**src/rtl/saida_buffer.sv**
```systemverilog
// ============================================================================
// Module   : saida_buffer
// Brief    : FIFO that records each value loaded into the output register.
// Revision : 1.0 - initial release
// ============================================================================
`default_nettype none

module saida_buffer #(
  parameter int         DEPTH   = 8,
  parameter logic [4:0] TZ_LOAD = 5'd1
) (
  input  logic                     clock,
  input  logic                     reset,
  input  logic [4:0]               tz,
  input  logic [4:0]               saida,
  output logic [4:0]               dout,
  output logic                     dout_valid,
  input  logic                     dout_ready,
  output logic [$clog2(DEPTH):0]   count,
  output logic                     full,
  output logic                     empty,
  output logic                     overflow
);

  localparam int AW = $clog2(DEPTH);
  localparam int CW = AW + 1;

  logic [4:0]    r_mem [DEPTH];
  logic [AW-1:0] r_wr_ptr;
  logic [AW-1:0] r_rd_ptr;
  logic [CW-1:0] r_count;
  logic          r_pending;
  logic          r_overflow;

  logic          w_full;
  logic          w_empty;
  logic          w_rd;
  logic          w_wr;
  logic          w_drop;

  assign w_full  = (r_count == CW'(DEPTH));
  assign w_empty = (r_count == '0);

  // The capture lags tz by one cycle so that saida already holds the new value.
  assign w_rd   = !w_empty && dout_ready;
  assign w_wr   = r_pending && (!w_full || w_rd);
  assign w_drop = r_pending && !w_wr;

  always_ff @(posedge clock) begin
    if (reset) begin
      r_wr_ptr   <= '0;
      r_rd_ptr   <= '0;
      r_count    <= '0;
      r_pending  <= 1'b0;
      r_overflow <= 1'b0;
    end else begin
      r_pending <= (tz == TZ_LOAD);
      if (w_wr) begin
        r_wr_ptr <= r_wr_ptr + AW'(1);
      end
      if (w_rd) begin
        r_rd_ptr <= r_rd_ptr + AW'(1);
      end
      case ({w_wr, w_rd})
        2'b10:   r_count <= r_count + CW'(1);
        2'b01:   r_count <= r_count - CW'(1);
        default: r_count <= r_count;
      endcase
      if (w_drop) begin
        r_overflow <= 1'b1;
      end
    end
  end

  // Storage is not reset; stale contents are hidden by the empty mask on dout.
  always_ff @(posedge clock) begin
    if (!reset && w_wr) begin
      r_mem[r_wr_ptr] <= saida;
    end
  end

  assign dout       = w_empty ? 5'd0 : r_mem[r_rd_ptr];
  assign dout_valid = !w_empty;
  assign count      = r_count;
  assign full       = w_full;
  assign empty      = w_empty;
  assign overflow   = r_overflow;

endmodule

`default_nettype wire

```
**config.mk**
```make
export PLATFORM = sky130hd
export DESIGN_NAME = saida_buffer
export DESIGN_NICKNAME = d
export VERILOG_FILES = /design/src/rtl/saida_buffer.sv
export SDC_FILE = /design/constraint.sdc
export NUM_CORES = 1
export LEC_CHECK = 0
export CAP_MARGIN = 0
export CORE_AREA = 2 2 80 82
export CTS_CLUSTER_DIAMETER = 60
export DETAILED_ROUTE_END_ITERATION = 10
export DIE_AREA = 0 0 82 84
export SLEW_MARGIN = 20
export SYNTH_ARGS = -nofsm -noshare
export SYNTH_HDL_FRONTEND = slang
export SYNTH_SLANG_ARGS = --single-unit
```
**constraint.sdc**
```tcl
create_clock -name clock -period 2.75 [get_ports clock]
set_input_delay 0.4125 -clock clock [delete_from_list [all_inputs] [get_ports clock]]
set_output_delay 0.4125 -clock clock [all_outputs]
set_load 0.03 [all_outputs]
```
# Yosys cells after proc, flatten, opt, wreduce, memory -nomap -nowiden
# Memories as Yosys holds them, arrays and structs flattened. A register that Yosys moved wholly into a read port is not among the register bits.
# Index checks and enable logic that the tools add are counted.
[op_classes]
add_sub_neg = 4
eq_ne = 4
n_mux = 6
reduce_logical = 11
[ops]
columns = ["operator", "count"]
rows = [
  ["4-bit case mux with 2 select lines", 1],
  ["3-bit by 1-bit adder with 3-bit output (second input constant)", 2],
  ["3-bit 2-to-1 mux", 2],
  ["5-bit by 1-bit equality test with 1-bit output (second input constant)", 1],
  ["5-bit 2-to-1 mux", 1],
  ["4-bit by 1-bit adder with 4-bit output (second input constant)", 1],
  ["4-bit equality test (second input constant)", 1],
  ["1-bit logical AND", 4],
  ["1-bit zero test", 4],
  ["4-bit zero test", 1],
  ["4-bit by 1-bit subtractor with 4-bit output (second input constant)", 1],
  ["2-bit by 1-bit equality test with 1-bit output (second input constant)", 1],
  ["2-bit equality test (second input constant)", 1],
  ["1-bit 2-to-1 mux", 2],
  ["2-bit nonzero test", 1],
  ["1-bit logical OR", 1],
]
[word_totals]
regBits = 12
mem_bits_rw = 40
in_bits = 13
out_inout_bits = 13
word_cells = 31
memories = 1
[mem_list]
columns = ["memory", "words", "width", "rd", "rd_ports_with_merged_regs", "wr", "line_no", "text"]
rows = [
  ["r_mem", 8, 5, 1, 1, 1, "28", "logic [4:0] r_mem [DEPTH];"],
]

# Longest topological paths before layout
[logic_depth]
ltp_word = 8
ltp_mapped = 10
ltp_nobuf = 9

# Worst setup path after synthesis
# OpenSTA, ideal clock, no wires.
[synth_timing]
path_type = "flip-flop to flip-flop"
startpoint = "reg r_count[2] (netlist: count[2])"
endpoint = "reg r_count[3] (netlist: count[3])"
setup_ns = 0.074
t_arrival_ns = 2.345
required_ns = 2.676
setup_slack_ns = 0.331
stages_incl_launch_ff = 11
path_buffers = 1
period_less_slack_ns = 2.419
path_cell_list = "dfxtp_1 -> or4_1 -> buf_2 -> nand2_2 -> or2_2 -> inv_1 -> ha_1 -> a21oi_1 -> a21boi_0 -> nand3b_1 -> a31oi_1"
[synth_between]
elab_chain_len = 7
elab_cells_between_ends = 13
cone_classes = "2 x add/sub; 3 x eq/ne; 1 x mux; 7 x reduce/logical"
[synth_lines]
columns = ["item", "line_no", "text"]
rows = [
  ["start: declaration", "31", "logic [CW-1:0] r_count;"],
  ["start signal: assignment", "65", "2'b10: r_count <= r_count + CW'(1);"],
  ["start signal: assignment", "66", "2'b01: r_count <= r_count - CW'(1);"],
  ["start signal: assignment", "67", "default: r_count <= r_count;"],
  ["4-bit zero test *", "42", "assign w_empty = (r_count == '0);"],
  ["1-bit zero test *", "n/a", ""],
  ["net dout_valid", "17", "output logic dout_valid,"],
  ["1-bit logical AND *", "45", "assign w_rd = !w_empty && dout_ready;"],
  ["1-bit logical OR", "46", "assign w_wr = r_pending && (!w_full || w_rd);"],
  ["1-bit logical AND", "46", ""],
  ["2-bit by 1-bit equality test with 1-bit output or 2-bit equality test (tied branches)", "64", "case ({w_wr, w_rd})"],
  ["4-bit case mux with 2 select lines or 2-bit nonzero test (tied branches)", "n/a", ""],
]
# Mark *: on every way through the listed nets, which the timed path passes. The rest lies on a longest branch.
# A chain may end at the register's enable or synchronous reset.

# Final worst setup path
[layout_timing]
startpoint = "reg r_count[2] (netlist: count[2])"
endpoint = "out dout[3]"
[layout_between]
elab_chain_len = 2
[layout_lines]
columns = ["item", "line_no", "text"]
rows = [
  ["4-bit zero test", "42", ""],
  ["5-bit 2-to-1 mux", "82", "assign dout = w_empty ? 5'd0 : r_mem[r_rd_ptr];"],
  ["end: declaration", "16", "output logic [4:0] dout,"],
]
# No other way between the ends.

==> metrics.txt <==
count of unique library cells instantiated by Yosys 39; worst min-delay path category flop to flop; slew at the pin with the worst max-slew slack 0.668 ns; count of pins on the block boundary 26; total of endpoints with negative setup slack in the final report 0; overall routed net length 4170 µm; wire length per cell 15.5 µm; required arrival time at the worst endpoint 2.34 ns; Max Fclk 0.374 GHz; type of element launching the critical path flop; # diodes 0; Die X-Extent 82 µm; first-pass GRT wire length 6800 µm; final number of max-transition violations 0; CTS Root Buffer Type sky130_fd_sc_hd__clkbuf_8; simple-gate share of the synthesized area 0.105; antenna violations before repair 0; time the final worst path needs with I/O delays and setup 2.67 ns; number of vias in the routed layout 1356; fillers 540; Pwr per Cell Area 862 nW/µm²; number of standard-cell rows in the floorplan 29; cell type with the highest aggregate area in the netlist sky130_fd_sc_hd__edfxtp_1; clock tree from TritonCTS yes; Slowest cell on crit path sky130_fd_sc_hd__or4_1; overall power after layout 2.42 mW; number of global-route vias before repair 1407; global routing usage summed across all routing layers 0.135; clock latency of the later-clocked register in the worst-skew pair 0.30 ns; Sink Count 55; number of maximum-capacitance violations 0; largest net degree at the start of global routing 18; CTS max path bufs 2; post-synthesis xor/xnor area fraction 0.0222; Top delay family on crit path buffers and inverters; H-Tree Level Count 2; share of the synthesized area in compound gates (AO/OA/AOI/OAI) 0.0434; Leak 0.967 nW; largest cells by area after synthesis sky130_fd_sc_hd__edfxtp_1 51%, sky130_fd_sc_hd__dfxtp_1 13%, sky130_fd_sc_hd__mux4_2 9.5%; height of the die 84 µm; signed area change from the synthesized netlist to the final layout 18.9%; 1st-pass router iterations 4; CP bufs+invs 2; run status complete, no violations; Remaining Overflow, GRT 0; top cell type's share of synthesized area 0.508; proportion of synthesized area in mux cells 0.129; number of nets with antenna violations after routing 0; Worst Setup End Kind output pin; Yosys Warn Count 0; nets@finish 210; count of state elements after synthesis 55; setup TNS 0 ns; post-DP HPWL 2990 µm; post-CTS clock slew at the launch and capture registers of the worst setup and hold paths 0.08 ns; utilization after layout 0.461; worst slew margin relative to its limit 0.551; most common library cell in the layout ignoring fill and taps sky130_fd_sc_hd__edfxtp_1; critical path fanouts, max 7; portion of the post-synthesis area used by sequential elements 0.635; post-synthesis instance area 2360 µm²; post-synthesis cell count 158; worst setup path class flop to output pin; number of failing hold endpoints at the final stage 0; core box area 6100 µm²; ratio of routed vias to standard cells 5.02; starting density of the core 0.388; Max VDD drop 671 µV; Synth Area per Inst 15.0 µm²; data arrival time of the critical path 2.26 ns; ratio of cells with drive above 1 in the final layout 0.161; largest family of logic cells by synthesized area multiplexers; CP Cell Sequence or4_1 > inv_1 > nor2_1 > clkdlybuf4s50_1; DRC violation count after routing 0; highest-count cells in the layout ignoring fill and taps 40 x sky130_fd_sc_hd__edfxtp_1, 21 x sky130_fd_sc_hd__nor2_1, 21 x sky130_fd_sc_hd__clkdlybuf4s50_1; synthesized netlist net count 176; hold bufs inserted after CTS 0; count of input and output buffers 25; Crit path largest cell delay 0.67 ns; adder-cell share of the synthesized area 0.0296; setup repair after global routing missed its margin false; count of routing violations after the opening detailed-route iteration 55; Final Wtd Congestion 0.779; portion of the clock cycle consumed by the worst path in the final layout 0.971; worst clock skew 0.00777 ns; clock buffer count from CTS 5; DIE AREA 6890 µm²
==> cells in the mapped netlist <==
cell and instances:
sky130_fd_sc_hd__nand2_1 4, sky130_fd_sc_hd__a211oi_4 1, sky130_fd_sc_hd__or3_1 1, sky130_fd_sc_hd__nand2_2 1
sky130_fd_sc_hd__o211ai_1 2, sky130_fd_sc_hd__nand3_1 4, sky130_fd_sc_hd__a211oi_1 1, sky130_fd_sc_hd__nor4_1 2
sky130_fd_sc_hd__nor4b_1 1, sky130_fd_sc_hd__clkbuf_1 3, sky130_fd_sc_hd__a21boi_0 1, sky130_fd_sc_hd__ha_1 4
sky130_fd_sc_hd__a21oi_1 4, sky130_fd_sc_hd__or4b_2 1, sky130_fd_sc_hd__edfxtp_1 40, sky130_fd_sc_hd__or2b_1 1
sky130_fd_sc_hd__a31oi_1 1, sky130_fd_sc_hd__nand4b_1 1, sky130_fd_sc_hd__dfxtp_1 15, sky130_fd_sc_hd__or4_1 1
sky130_fd_sc_hd__mux2i_1 8, sky130_fd_sc_hd__fa_1 1, sky130_fd_sc_hd__inv_1 5, sky130_fd_sc_hd__o311a_4 1
sky130_fd_sc_hd__nand3b_1 2, sky130_fd_sc_hd__buf_2 2, sky130_fd_sc_hd__xnor2_1 3, sky130_fd_sc_hd__and2_1 1
sky130_fd_sc_hd__or2_2 2, sky130_fd_sc_hd__nor2b_1 1, sky130_fd_sc_hd__nor2_1 21, sky130_fd_sc_hd__o21ai_1 1
sky130_fd_sc_hd__buf_1 1, sky130_fd_sc_hd__nand2b_1 1, sky130_fd_sc_hd__bufbuf_16 1, sky130_fd_sc_hd__nor3_1 4
sky130_fd_sc_hd__buf_4 1, sky130_fd_sc_hd__mux4_2 10, sky130_fd_sc_hd__xor2_1 3
==> cell type report <==
cell class                      count  area [µm²]  share of cell area
Clock buffer                        6        72.6              0.0258
Clock inverter                      2        7.51             0.00267
Inverter                            5        18.8             0.00668
Multi-Input combinational cell     90         778               0.277
Sequential cell                    55        1500               0.534
Tap cell                           77        96.3              0.0343
Timing Repair Buffer               35         335               0.119
==> power breakdown <==
| part | total, mW | internal, mW | switching [mW] |
|---|---|---|---|
| clock | 0.409 | 0.174 | 0.235 |
| sequential | 0.994 | 0.930 | 0.0647 |
| combinational | 1.02 | 0.443 | 0.576 |
==> cell families (layout without fill, tap and decap cells) <==
| family | count (synthesis) | after routing |
|---|---|---|
| compound gates | 12 | 12 |
| xor+xnor | 6 | 6 |
| fa+ha+maj | 5 | 5 |
| buf+inv | 13 | 48 |
| flops | 55 | 55 |
| mux | 18 | 18 |
| simple gates | 49 | 49 |
==> final timing paths <==
path	slack [ns]	cells after the start	endpoint	start
setup / recovery	0.08	4	dout[3]	count[2]
hold / removal	0.48	2	overflow	overflow
setup reg to reg	0.30	9	count[3]	count[2]
hold reg to reg	0.48	2	overflow	overflow
==> layer usage <==
metal  up-vias  share of wire  GRT usage  wire length, µm
met5         -              0          0                0
met4         0          0.017     0.0500               69
met3         6          0.036     0.0292              149
met2        29           0.52      0.230             2160
met1       662           0.43      0.166             1800
li1        659              -          -                -
==> sequential cells by signal (all words and copies together) (netlist names), named ones only <==
signal     cells
r_wr_ptr       3
overflow       1
r_mem         40
r_rd_ptr       3
count          4
r_pending      1
==> stage by stage <==
stage | instance area, µm² | setup slack, ns | hold WS [ns] | cells
final | 2810 | 0.0792 | 0.483 | 270
after global routing | 2810 | 0.00160 | 0.550 | 270
after CTS | 2800 | 0.0271 | 0.493 | 270
after detailed placement | 2720 | 0.253 | 0.469 | 262
after global placement | 2720 | 0.316 | 0.461 | 262
after floorplan | 2360 | 0.331 | 0.454 | 158
==> worst min-delay path, stage by stage (launching register included) <==
cell	delay, ns
sky130_fd_sc_hd__dfxtp_1	0.34
sky130_fd_sc_hd__a21oi_1	0.04
sky130_fd_sc_hd__nor2_1	0.07
==> what timing repair did <==
item / in CTS / in global routing
endpoints found under the setup margin: 0 / 5
setup buffers: 0 / 0
gates resized for setup: 0 / 4
Power figures use the tool's default switching activity.
